**config.mk**
```make
export PLATFORM = sky130hd
export DESIGN_NAME = register_file_mp
export DESIGN_NICKNAME = d
export VERILOG_FILES = /design/src/rtl/register_file_pkg.sv /design/src/rtl/rf_read_port.sv /design/src/rtl/register_file_mp.sv
export SDC_FILE = /design/constraint.sdc
export NUM_CORES = 1
export LEC_CHECK = 0
export BUFFER_PORTS_ARGS = -buffer_cell sky130_fd_sc_hd__buf_4
export CORE_AREA = 2 2 112 114
export DETAILED_ROUTE_END_ITERATION = 16
export DIE_AREA = 0 0 114 116
export GPL_ROUTABILITY_DRIVEN = 0
export HOLD_SLACK_MARGIN = 0.06
export PLACE_DENSITY = 0.63
export SYNTH_ARGS = -nofsm -noshare
export SYNTH_HDL_FRONTEND = slang
export SYNTH_SLANG_ARGS = --single-unit
```
**constraint.sdc**
```tcl
create_clock -name clk -period 4.75 [get_ports clk]
set_input_delay 0.475 -clock clk [delete_from_list [all_inputs] [get_ports clk]]
set_output_delay 0.475 -clock clk [all_outputs]
set_load 0.03 [all_outputs]
```
**src/rtl/register_file_pkg.sv**
```systemverilog
// Shared types and helpers for the multi-port register file: FSM state
// encoding and the index-width calculation used for all index buses.
package register_file_pkg;

    typedef enum logic {
        IDLE  = 1'b0,
        CLEAR = 1'b1
    } rf_state_e;

    // Index width for a given register count; never narrower than one bit.
    function automatic int idx_width(input int depth);
        return (depth > 1) ? $clog2(depth) : 1;
    endfunction

endpackage

```
**src/rtl/rf_read_port.sv**
```systemverilog
// One combinational read port: storage lookup, optional write-to-read
// forwarding, and optional hardwired-zero register 0.
module rf_read_port
    import register_file_pkg::*;
#(
    parameter int WIDTH    = 16,
    parameter int DEPTH    = 4,
    parameter int IDX_W    = 2,
    parameter int BYPASS   = 1,
    parameter int ZERO_REG = 0
) (
    input  logic [IDX_W-1:0]       index,
    input  logic [DEPTH*WIDTH-1:0] storage,
    input  logic                   bypass_valid,
    input  logic [IDX_W-1:0]       bypass_index,
    input  logic [WIDTH-1:0]       bypass_data,
    output logic [WIDTH-1:0]       data
);

    // Later assignments take priority: the zero register overrides forwarding.
    always_comb begin
        data = storage[int'(index)*WIDTH +: WIDTH];
        if (BYPASS != 0 && bypass_valid && bypass_index == index) begin
            data = bypass_data;
        end
        if (ZERO_REG != 0 && index == '0) begin
            data = '0;
        end
    end

endmodule

```
**src/rtl/register_file_mp.sv**
```systemverilog
// Parametrised multi-port register file with a valid/ready write port,
// optional bypass, optional zero register and a sequenced clear sweep.
module register_file_mp
    import register_file_pkg::*;
#(
    parameter int  WIDTH      = 16,
    parameter int  DEPTH      = 4,
    parameter int  READ_PORTS = 2,
    parameter int  BYPASS     = 1,
    parameter int  ZERO_REG   = 0,
    localparam int IDX_W      = idx_width(DEPTH)
) (
    input  logic                        clk,
    input  logic                        reset_n,
    input  logic [READ_PORTS*IDX_W-1:0] read_index,
    output logic [READ_PORTS*WIDTH-1:0] read_data,
    input  logic                        write_valid,
    output logic                        write_ready,
    input  logic [IDX_W-1:0]            write_index,
    input  logic [WIDTH-1:0]            write_data,
    input  logic                        clear_req,
    output logic                        busy
);

    rf_state_e        state;
    rf_state_e        state_next;
    logic [IDX_W-1:0] sweep_cnt;
    logic [IDX_W-1:0] sweep_cnt_next;
    logic             active;
    logic             write_fire;
    logic             write_keep;

    logic [WIDTH-1:0]       regs [DEPTH];
    logic [DEPTH*WIDTH-1:0] storage_flat;

    // Holds write_ready low until the first edge after reset is released.
    always_ff @(posedge clk or negedge reset_n) begin
        if (!reset_n) begin
            active <= 1'b0;
        end else begin
            active <= 1'b1;
        end
    end

    always_ff @(posedge clk or negedge reset_n) begin
        if (!reset_n) begin
            state     <= IDLE;
            sweep_cnt <= '0;
        end else begin
            state     <= state_next;
            sweep_cnt <= sweep_cnt_next;
        end
    end

    // NOTE: every output of this block gets a default first so no path leaves it unassigned and infers a latch.
    always_comb begin
        state_next     = state;
        sweep_cnt_next = sweep_cnt;
        write_ready    = 1'b0;
        busy           = 1'b0;
        case (state)
            IDLE: begin
                write_ready = active;
                if (active && clear_req) begin
                    state_next     = CLEAR;
                    sweep_cnt_next = '0;
                end
            end
            CLEAR: begin
                busy           = 1'b1;
                sweep_cnt_next = sweep_cnt + 1'b1;
                if (sweep_cnt == IDX_W'(DEPTH - 1)) begin
                    state_next     = IDLE;
                    sweep_cnt_next = '0;
                end
            end
            default: state_next = IDLE;
        endcase
    end

    assign write_fire = write_valid && write_ready;
    // Writes to register 0 complete the handshake but are dropped when it is hardwired.
    assign write_keep = write_fire && !(ZERO_REG != 0 && write_index == '0);

    // NOTE: the storage array is reset because reads must return 0 after reset; this makes it flops, not a RAM macro.
    always_ff @(posedge clk or negedge reset_n) begin
        if (!reset_n) begin
            for (int i = 0; i < DEPTH; i++) begin
                regs[i] <= '0;
            end
        end else if (state == CLEAR) begin
            regs[sweep_cnt] <= '0;
        end else if (write_keep) begin
            regs[write_index] <= write_data;
        end
    end

    for (genvar r = 0; r < DEPTH; r++) begin : g_flat
        assign storage_flat[r*WIDTH +: WIDTH] = regs[r];
    end

    for (genvar p = 0; p < READ_PORTS; p++) begin : g_read
        rf_read_port #(
            .WIDTH    (WIDTH),
            .DEPTH    (DEPTH),
            .IDX_W    (IDX_W),
            .BYPASS   (BYPASS),
            .ZERO_REG (ZERO_REG)
        ) u_read_port (
            .index        (read_index[p*IDX_W +: IDX_W]),
            .storage      (storage_flat),
            .bypass_valid (write_fire),
            .bypass_index (write_index),
            .bypass_data  (write_data),
            .data         (read_data[p*WIDTH +: WIDTH])
        );
    end

endmodule

```
==> run summary <==
WORST SETUP PATH
-----------------------------------------------------------------------------
Endpoint kind of the worst setup timing path                       output pin
Worst EP arrival                                                      2410 ps
Worst setup path category                                           in -> out
Worst Path Required                                                   4280 ps
RR Endpoint                                                      regs[60]$_DFFE_PN0P_
Logic depth of the worst register-to-register path                          4
CP max FO                                                                  39
R2R Setup Slk                                                         2030 ps
Kind of start point of the critical path                           input port
Startpoint of the lowest-slack register-to-register path         state$_DFF_PN0_

SYNTHESIS
-----------------------------------------------------------------------------
Fraction of the yosys area taken by sequential cells                    35.9%
Number of standard cells after synthesis                                  404
Count of yosys warnings during synthesis                                    0
Count of unique library cells instantiated by Yosys                        24
Cell area after technology mapping                               0.00474 mm^2
Mean Syn Cell Area                                                  11.7 um^2
Synthesized Nets                                                          434
Total of flip-flops plus latches after synthesis                           68

STA
-----------------------------------------------------------------------------
Clock Skews                                                           4.25 ps
Final-report max-slew violation count                                       0
Achievable Freq                                                       346 MHz
Setup violators final                                                       0
Worst-Margin Slew                                                     1010 ps
Max_slew headroom                                                       32.6%
Hold Vio Cnt, Final                                                         0
RSZ-0062 raised after global routing                                    false
Setup Total Neg Slack                                                    0 ps
Final period demand of the worst path                                 2890 ps
Period utilisation layout                                               60.8%

GRT
-----------------------------------------------------------------------------
Global-route track usage on met2                                        35.6%
M3 GR Usage                                                             3.71%
Global-route met1 utilization                                           29.0%
Routing layer with the top usage in global route                         met2
First-pass GRT wire length                                            22.2 mm
Total track usage                                                       22.1%
Residual overflow from global routing                                       0
Via count of the first global-routing pass                              3,958
Pin count of the biggest net entering global routing                       77
Antenna violations before repair                                            0

OUTCOME
-----------------------------------------------------------------------------
Run status                                                       finished, final reports clean

POWER
-----------------------------------------------------------------------------
Leakage                                                               2.64 nW
Areal power density over the cells                                594 mW/mm^2
Overall Power                                                         3.23 mW
Part of the power in combinational logic                                48.9%
Internal power summed over all cells                                  1.91 mW
Clk pwr share                                                           19.3%
Net switching power                                                   1.32 mW
Sw frac                                                                 40.8%
Worst voltage drop across the vdd grid                               0.366 mV
Fraction of power consumed by sequential logic                          31.8%

PLACED DESIGN
-----------------------------------------------------------------------------
Buffers added on ports                                                     59
Number of placed cells counting well taps                                 569
DP HPWL                                                               8.23 mm

DIE
-----------------------------------------------------------------------------
Core region area                                                  0.0119 mm^2
Horiz. Die Dim                                                         114 um
Num ports                                                                  60
Floorplan row count                                                        40
Chip height                                                            116 um
Die Footprint                                                     0.0132 mm^2
Starting density of the core                                            39.8%

CTS
-----------------------------------------------------------------------------
Clock insertion delay at the later pin of the skew report              330 ps
Clock tree root buffer cell                                      sky130_fd_sc_hd__clkbuf_16
Maximum buffer depth of the clock tree                                      2
CTS tree                                                                 done
H-Tree Level Count                                                          3
Total clock buffers created by CTS                                          9
TritonCTS Sinks                                                            68
Post-cts gate resize count                                                  0
Worst-path clk slew                                                     50 ps
Number of buffers inserted to repair setup after CTS                        0
Post-CTS Hold Fix Bufs                                                      0

LAYOUT
-----------------------------------------------------------------------------
Net count reported at finish                                              463
Number of inserted diodes                                                   0
Number of standard cells in the final layout excluding fillers            584
Share of cells above drive strength 1                                   33.9%
Synth-to-layout area growth                                             14.5%
Commonest cells after routing, fill and taps aside               sky130_fd_sc_hd__nor2b_1 (67), sky130_fd_sc_hd__dfrtp_1 (67), sky130_fd_sc_hd__and3_1 (64), sky130_fd_sc_hd__a221o_1 (64), sky130_fd_sc_hd__buf_4 (64)

ROUTE
-----------------------------------------------------------------------------
Vias per inst                                                            6.30
1st-iter DRT viols                                                        302
Vias after detailed routing                                             3,679
DRC violation count after routing                                           0
WL per Instance                                                       23.6 um
Number of nets with antenna violations after routing                        0
Wirelength, routed                                                    13.8 mm
DRT Pass-1 Iters                                                            5

FLOW RUN
-----------------------------------------------------------------------------
Maxcap violations                                                           0

WORST HOLD PATH
-----------------------------------------------------------------------------
Path category of the worst min-delay check                        in -> async

final cells by class:
class	instances	area, um^2
clock buffers	13	260
clock inverters	2	10.0
fillers	1108	6480
inverters	2	7.51
multi-input cells	288	2790
flip-flops and latches	68	1700
well taps	147	184
repair buffers	64	480
worst max-delay path by stage:
stage / startpoint / end / slack, ps
final: write_index[0] / read_data[28] / 1860
after floorplan: state$_DFF_PN0_ / read_data[10] / 2470
after global routing: write_index[0] / read_data[31] / 1760
after CTS: write_index[0] / read_data[28] / 1890
after detailed placement: write_index[0] / read_data[28] / 1880
after global placement: write_index[0] / read_data[21] / 1960
cell usage after synthesis:
cell	count	area (um^2)
sky130_fd_sc_hd__nor2b_1	69	432
sky130_fd_sc_hd__dfrtp_1	68	1700
sky130_fd_sc_hd__a221o_1	64	641
sky130_fd_sc_hd__and3_1	64	400
sky130_fd_sc_hd__mux2_2	32	360
sky130_fd_sc_hd__mux4_2	32	721
sky130_fd_sc_hd__clkbuf_1	29	109
sky130_fd_sc_hd__buf_2	7	35.0
sky130_fd_sc_hd__nand2_1	6	22.5
sky130_fd_sc_hd__buf_6	5	56.3
sky130_fd_sc_hd__ha_1	4	50.1
sky130_fd_sc_hd__xor2_1	4	35.0
sky130_fd_sc_hd__buf_4	3	22.5
sky130_fd_sc_hd__nand2b_1	3	18.8
sky130_fd_sc_hd__buf_8	2	30.0
sky130_fd_sc_hd__inv_1	2	7.51
sky130_fd_sc_hd__nor3_4	2	32.5
sky130_fd_sc_hd__o21ai_0	2	10.0
sky130_fd_sc_hd__and4b_1	1	10.0
sky130_fd_sc_hd__and4bb_4	1	16.3
sky130_fd_sc_hd__conb_1	1	3.75
sky130_fd_sc_hd__nand3b_4	1	20.0
sky130_fd_sc_hd__nor2_1	1	3.75
sky130_fd_sc_hd__o22ai_1	1	6.26
power groups by stage:
stage                     registers, mW  logic (mW)  clock network (mW)
after floorplan                   0.963        1.15                   0
after global placement             1.01        1.55                   0
after detailed placement           1.02        1.58                   0
after CTS                          1.02        1.58               0.630
after global routing               1.07        1.67               0.653
final                              1.03        1.58               0.623
flip-flops by register name, summed over array words and instances (netlist names):
| register | count |
|---|---|
| state | 1 |
| active | 1 |
| sweep_cnt | 2 |
| regs | 64 |
layer usage:
| metal | vias to the layer above | wire, um |
|---|---|---|
| met2 | 115 | 6910 |
| li1 | 1635 | - |
| met4 | 0 | 374 |
| met5 | - | 0 |
| met1 | 1904 | 5780 |
| met3 | 25 | 739 |
logic make-up (layout without fill, tap and decap cells):
group | Yosys count | after routing | synth area share, %
compound gates | 67 | 67 | 13.8
xor+xnor | 4 | 4 | 0.738
fa+ha+maj | 4 | 4 | 1.05
buf+inv | 48 | 81 | 5.49
flops | 68 | 68 | 35.9
mux | 64 | 64 | 22.8
other cells | 1 | 1 | 0.0790
simple gates | 148 | 148 | 20.1
worst max-delay path, stage by stage:
cell and delay [ps]:
sky130_fd_sc_hd__buf_4 340, sky130_fd_sc_hd__xor2_1 170, sky130_fd_sc_hd__nor3_4 810, sky130_fd_sc_hd__mux2_2 430, sky130_fd_sc_hd__buf_4 170
per-stage QoR:
| stage | hold WS (ps) | util (%) | cell area [um^2] | worst slack [ps] |
|---|---|---|---|---|
| CTS | 312 | 45.6 | 5430 | 1890 |
| finish | 281 | 45.6 | 5430 | 1860 |
| floorplan | 179 | - | 4740 | 2470 |
| global route | 351 | 45.6 | 5430 | 1760 |
| detailed placement | 533 | 43.3 | 5160 | 1880 |
| global placement | 524 | 43.3 | 5160 | 1960 |
Power figures use the tool's default switching activity.
